==> src/rtl/uart_tx_arbiter.sv <==
// uart_tx_arbiter: shares one uart_tx serializer between two byte producers.
// Each channel writes into its own FIFO. A round-robin FSM pops one byte at a
// time and drives the serializer's start-pulse/byte handshake.
//
// Optional feature macro: UART_ARB_TAG_EN. When it is defined, every grant sends
// the tag byte (TAG_BASE | channel) followed by the data byte.
//
// Ports:
//   clk        system clock; all logic runs on its posedge
//   reset      synchronous, active-high reset
//   req0_dv    channel 0 write strobe; req0_d is the channel 0 data byte
//   req1_dv    channel 1 write strobe; req1_d is the channel 1 data byte
//   ovf        sticky per-channel overflow flags (bit n = channel n)
//   tx_dv      one-cycle start pulse to uart_tx i_TX_DV
//   tx_d       byte to uart_tx i_TX_Byte, held until the next pulse
//   tx_active  uart_tx o_TX_Active
//   busy       FSM not idle, or either FIFO not empty
module uart_tx_arbiter #(
    parameter int unsigned ADDR_W   = 7,
    parameter logic [7:0]  TAG_BASE = 8'hF0
) (
    input  logic       clk,
    input  logic       reset,
    input  logic       req0_dv,
    input  logic [7:0] req0_d,
    input  logic       req1_dv,
    input  logic [7:0] req1_d,
    output logic [1:0] ovf,
    output logic       tx_dv,
    output logic [7:0] tx_d,
    input  logic       tx_active,
    output logic       busy
);

    localparam int unsigned Depth  = 1 << ADDR_W;
    localparam logic [ADDR_W:0] PtrOne = 1;

`ifdef UART_ARB_TAG_EN
    typedef enum logic [2:0] {
        StIdle, StTagIssue, StTagWaitStart, StTagWaitEnd, StIssue, StWaitStart, StWaitEnd
    } state_e;
`else
    typedef enum logic [1:0] {StIdle, StIssue, StWaitStart, StWaitEnd} state_e;
`endif

    state_e state_q, state_d;

    logic [7:0] mem0 [Depth];
    logic [7:0] mem1 [Depth];

    logic [ADDR_W:0] wr0_q, wr0_d, rd0_q, rd0_d;
    logic [ADDR_W:0] wr1_q, wr1_d, rd1_q, rd1_d;
    logic [1:0]      ovf_q, ovf_d;
    logic            grant_q, grant_d;
    logic            last_q, last_d;
    logic            tx_dv_q, tx_dv_d;
    logic [7:0]      tx_d_q, tx_d_d;

    logic empty0, empty1, full0, full1;
    logic [7:0] head;

    assign empty0 = (wr0_q == rd0_q);
    assign empty1 = (wr1_q == rd1_q);
    assign full0  = (wr0_q[ADDR_W] != rd0_q[ADDR_W]) &&
                    (wr0_q[ADDR_W-1:0] == rd0_q[ADDR_W-1:0]);
    assign full1  = (wr1_q[ADDR_W] != rd1_q[ADDR_W]) &&
                    (wr1_q[ADDR_W-1:0] == rd1_q[ADDR_W-1:0]);

    assign head = grant_q ? mem1[rd1_q[ADDR_W-1:0]] : mem0[rd0_q[ADDR_W-1:0]];

    // RAM contents are deliberately left untouched by reset.
    always_ff @(posedge clk) begin
        if (req0_dv && !full0) mem0[wr0_q[ADDR_W-1:0]] <= req0_d;
        if (req1_dv && !full1) mem1[wr1_q[ADDR_W-1:0]] <= req1_d;
    end

    // Write side; full uses registered pointers so a same-cycle pop never frees room.
    always_comb begin
        wr0_d = wr0_q;
        wr1_d = wr1_q;
        ovf_d = ovf_q;
        if (req0_dv) begin
            if (full0) ovf_d[0] = 1'b1;
            else       wr0_d    = wr0_q + PtrOne;
        end
        if (req1_dv) begin
            if (full1) ovf_d[1] = 1'b1;
            else       wr1_d    = wr1_q + PtrOne;
        end
    end

    always_comb begin
        state_d = state_q;
        grant_d = grant_q;
        last_d  = last_q;
        rd0_d   = rd0_q;
        rd1_d   = rd1_q;
        tx_dv_d = 1'b0;
        tx_d_d  = tx_d_q;
        case (state_q)
            StIdle: begin
                if (!tx_active && (!empty0 || !empty1)) begin
                    // Both pending: take the one not granted last; else the pending one.
                    grant_d = (!empty0 && !empty1) ? ~last_q : !empty1;
`ifdef UART_ARB_TAG_EN
                    state_d = StTagIssue;
`else
                    state_d = StIssue;
`endif
                end
            end
`ifdef UART_ARB_TAG_EN
            StTagIssue: begin
                tx_d_d  = TAG_BASE | {7'd0, grant_q};
                tx_dv_d = 1'b1;
                state_d = StTagWaitStart;
            end
            StTagWaitStart: if (tx_active) state_d = StTagWaitEnd;
            StTagWaitEnd:   if (!tx_active) state_d = StIssue;
`endif
            StIssue: begin
                tx_d_d  = head;
                tx_dv_d = 1'b1;
                last_d  = grant_q;
                if (grant_q) rd1_d = rd1_q + PtrOne;
                else         rd0_d = rd0_q + PtrOne;
                state_d = StWaitStart;
            end
            StWaitStart: if (tx_active) state_d = StWaitEnd;
            StWaitEnd:   if (!tx_active) state_d = StIdle;
            default:     state_d = StIdle;
        endcase
    end

    always_ff @(posedge clk) begin
        if (reset) begin
            state_q <= StIdle;
            grant_q <= 1'b0;
            last_q  <= 1'b1;
            tx_dv_q <= 1'b0;
            tx_d_q  <= 8'd0;
            ovf_q   <= 2'b00;
            wr0_q   <= '0;
            rd0_q   <= '0;
            wr1_q   <= '0;
            rd1_q   <= '0;
        end else begin
            state_q <= state_d;
            grant_q <= grant_d;
            last_q  <= last_d;
            tx_dv_q <= tx_dv_d;
            tx_d_q  <= tx_d_d;
            ovf_q   <= ovf_d;
            wr0_q   <= wr0_d;
            rd0_q   <= rd0_d;
            wr1_q   <= wr1_d;
            rd1_q   <= rd1_d;
        end
    end

    assign tx_dv = tx_dv_q;
    assign tx_d  = tx_d_q;
    assign ovf   = ovf_q;
    assign busy  = (state_q != StIdle) || !empty0 || !empty1;

endmodule

==> config.mk <==
export PLATFORM = sky130hd
export DESIGN_NAME = uart_tx_arbiter
export DESIGN_NICKNAME = d
export VERILOG_FILES = /design/src/rtl/uart_tx_arbiter.sv
export SDC_FILE = /design/constraint.sdc
export NUM_CORES = 2
export LEC_CHECK = 0
export CAP_MARGIN = 30
export CORE_MARGIN = 8
export CORE_UTILIZATION = 39
export DETAILED_ROUTE_END_ITERATION = 16
export HOLD_SLACK_MARGIN = 0.1
export PLACE_DENSITY_LB_ADDON = 0.2
export SLEW_MARGIN = 10
export SYNTH_ARGS = -nofsm -noshare
export SYNTH_HDL_FRONTEND = slang
export SYNTH_SLANG_ARGS = --single-unit
==> constraint.sdc <==
create_clock -name clk -period 6.6 [get_ports clk]
set_input_delay 0.66 -clock clk [delete_from_list [all_inputs] [get_ports clk]]
set_output_delay 0.66 -clock clk [all_outputs]
set_load 0.05 [all_outputs]
==> reports/metrics.yaml <==
outcome: "complete, no violations"
stdcell_area_um2: 92700
synth_flop_cell: "edfxtp_1"
synth-edff-count: 2048
synth_cell_types: 67
synth_area_um2: 82400
hold_buffers: 0
cts-root-buf: "clkbuf_16"
hp-class: "primary input to flip-flop"
criticalPathCategory: "flip-flop to output pin"
synth_top_family_by_area: "multiplexers"
power_density_nw_per_um2: 318
antenna_found_initial: 5
cap_violations: 0
initial_core_util_pct: 39.3
setup_ws_ps: 2320
avgSynthCellArea_um2: 20.0
antenna_cells: 0
ys_warn_count: 0
hpwl_um: 134000
crit_top_cell: "nand2_1"
synthSimpleGateAreaFrac_pct: 3.62
timing.final.crit_period_ps: 4280
finalPower_mw: 29.4
vias_per_cell: 5.61
final_core_utilization_pct: 44.2
grt_max_degree: 93
drv_slew: 0
fmax_mhz: 233
row_count: 168
syn_nets: 4152
wirelength_um: 215000
fin_tns_setup_ps: 0
dp_slack_ps: 2310
path_cells: "xor2_1, nor3_1, and2_1, nand2_1, nor2_1, nand2_1, clkdlybuf4s50_1"
synthAdderAreaFrac_pct: 0.137
synth-seq-area-share_pct: 76.1
crit_path_top_delay_cell: "clkdlybuf4s50_1"
cts_resized: 0
grt-busiest-layer: "met2"
core_um2: 210000
h-tree-depth: 4
drive_gt1_share_pct: 21.1
setup_violations: 0
dp_cells: 6858
die_height_um: 476
synth-compound-area-share_pct: 3.07
finalClockSkew_ps: 29.4
drt-wirelength-per-cell_um: 29.7
detail-route-antenna-nets: 0
n_fill_cell: 18100
cp.arrival_ps: 3620
period_share_pct: 64.9
worstPathRequired_ps: 5940
clock_latency_ps: 810
post_layout_nonfiller_instances: 7248
place_area_um2: 86100
cts-buffers-inserted: 205
cts_setup_buffers: 0
cts.sinks: 2109
tritoncts: "yes"
dieArea_um2: 226000
grt_pass1_wl_um: 309000
synth.area.mux_share_pct: 14.9
num_vias: 40700
overflow: 0
tightest_slew_ps: 1020
grt_pass1_vias: 41500
synth_cells: 4122
final_cell_mix: "2048 x edfxtp_1, 438 x mux4_2, 353 x nor2_1"
cp-end-kind: "output pin"
fin_hold_ws_ps: 322
peakVddDrop_mv: 0.278
slowest_delay_ps: 790
relSlewSlack_pct: 31.5
final_common_cell: "edfxtp_1"
track_usage_pct: 18.8
cts.path.max_buffers: 3
met2_usage_pct: 31.3
synth-async-reset-ratio_pct: 0
route.detailed.drc: 0
clk_pin_slew_ps: 60
worstPathMaxFanout: 11
dr.pass1.iters: 6
place.gp.congestion: 0.826
dr.first_iter.drc_count: 4304
r2r_setup_slack_ps: 2390
synthToLayoutAreaGrowth_pct: 12.5
p_leak_nw: 27.8
nets: 4303
critPathLaunchType: "flip-flop"
hold_violations: 0
portBuffers: 32
yosys_register_bits: 2109
grtUsageMet3_pct: 3.00
die_w_um: 476
grt_util_met1_pct: 25.8
rsz0062_at_grt: "no"
yosys.area_share.xor_xnor_pct: 0.446
ioPinCount: 33
-- logic make-up (layout without fill, tap and decap cells) --
group / after synthesis / in the layout
flops: 2109 / 2109
simple gates: 680 / 680
mux: 673 / 673
compound gates: 370 / 370
buf+inv: 239 / 560
xor+xnor: 42 / 42
fa+ha+maj: 9 / 9
-- cell usage after synthesis (4+ instances only) --
cell | count | area [µm²]
nor4_1 | 12 | 75.1
nand3b_1 | 11 | 82.6
inv_1 | 10 | 37.5
dfxtp_1 | 61 | 1220
mux2i_1 | 198 | 1980
buf_1 | 20 | 75.1
a22oi_1 | 41 | 308
nand4_1 | 24 | 150
buf_12 | 5 | 100
a311oi_1 | 4 | 35.0
a211o_1 | 4 | 35.0
nor3_1 | 32 | 160
mux2_2 | 34 | 383
nand2_1 | 127 | 477
and3_1 | 8 | 50.1
buf_8 | 10 | 150
xnor2_1 | 16 | 140
edfxtp_1 | 2048 | 61500
or3_1 | 10 | 62.6
mux4_2 | 438 | 9860
nor2b_1 | 25 | 156
buf_4 | 33 | 248
o21ai_0 | 60 | 300
ha_1 | 9 | 113
and2_1 | 9 | 56.3
o221ai_1 | 41 | 359
o21a_1 | 4 | 30.0
xor2_1 | 26 | 228
a31oi_1 | 12 | 75.1
a22o_1 | 8 | 70.1
clkbuf_1 | 96 | 360
a21oi_1 | 60 | 300
a221oi_1 | 8 | 70.1
o211ai_1 | 6 | 45.0
o22ai_1 | 63 | 394
buf_6 | 18 | 203
nor3b_1 | 6 | 45.0
nand3_1 | 44 | 220
nor2_1 | 354 | 1330
o31a_1 | 4 | 35.0
a211oi_1 | 25 | 188
nand2b_1 | 12 | 75.1
a2111oi_0 | 10 | 87.6
buf_2 | 43 | 215
-- critical path: cells and delay by family (launching register included) --
| family | cells | cell delay, ps |
|---|---|---|
| flip-flops | 1 | 750 |
| AND/OR/NAND/NOR | 5 | 1130 |
| XOR/XNOR | 1 | 140 |
| buffers and inverters | 1 | 790 |
-- power breakdown --
group	total [mW]	leakage, nW	internal [mW]	switching, mW
Clock	11.5	3.20	6.51	4.97
Sequential	14.9	18.9	14.7	0.144
Combinational	3.08	5.71	1.34	1.74
-- layer usage --
metal  vias to the layer above  routed length, µm
li1                      17300                  -
met1                     21700              90400
met2                      1378             106000
met3                       317              12400
met4                         2               6230
met5                         -                 20
-- layout make-up --
class,instances,area (µm²),area share [%]
multi-input combinational,1774,18300,19.8
sequential,2109,62700,67.7
inverter,13,48.8,0.0526
clock inverter,113,968,1.04
clock buffer,264,5530,5.96
tap,2805,3510,3.79
timing repair buffer,170,1580,1.70
-- sequential cells by signal (all words and copies together), names as in the netlist, named ones only --
register and cells:
rd0_q 8, tx_dv 1, ovf 2, grant_q 1, tx_d 8, last_q 1, mem0 1024, wr0_q 8
rd1_q 8, mem1 1024, wr1_q 8, state_q 2
-- worst paths after layout --
path	start	endpoint	depth (start not counted)
max	wr1_q[5]	busy	7
min	req0_d[0]	mem0[87][0]	1
max reg2reg	flip-flop	tx_d[6]	8
min reg2reg	last_q	last_q	1
Note: power is estimated with default switching activity, not from simulation.
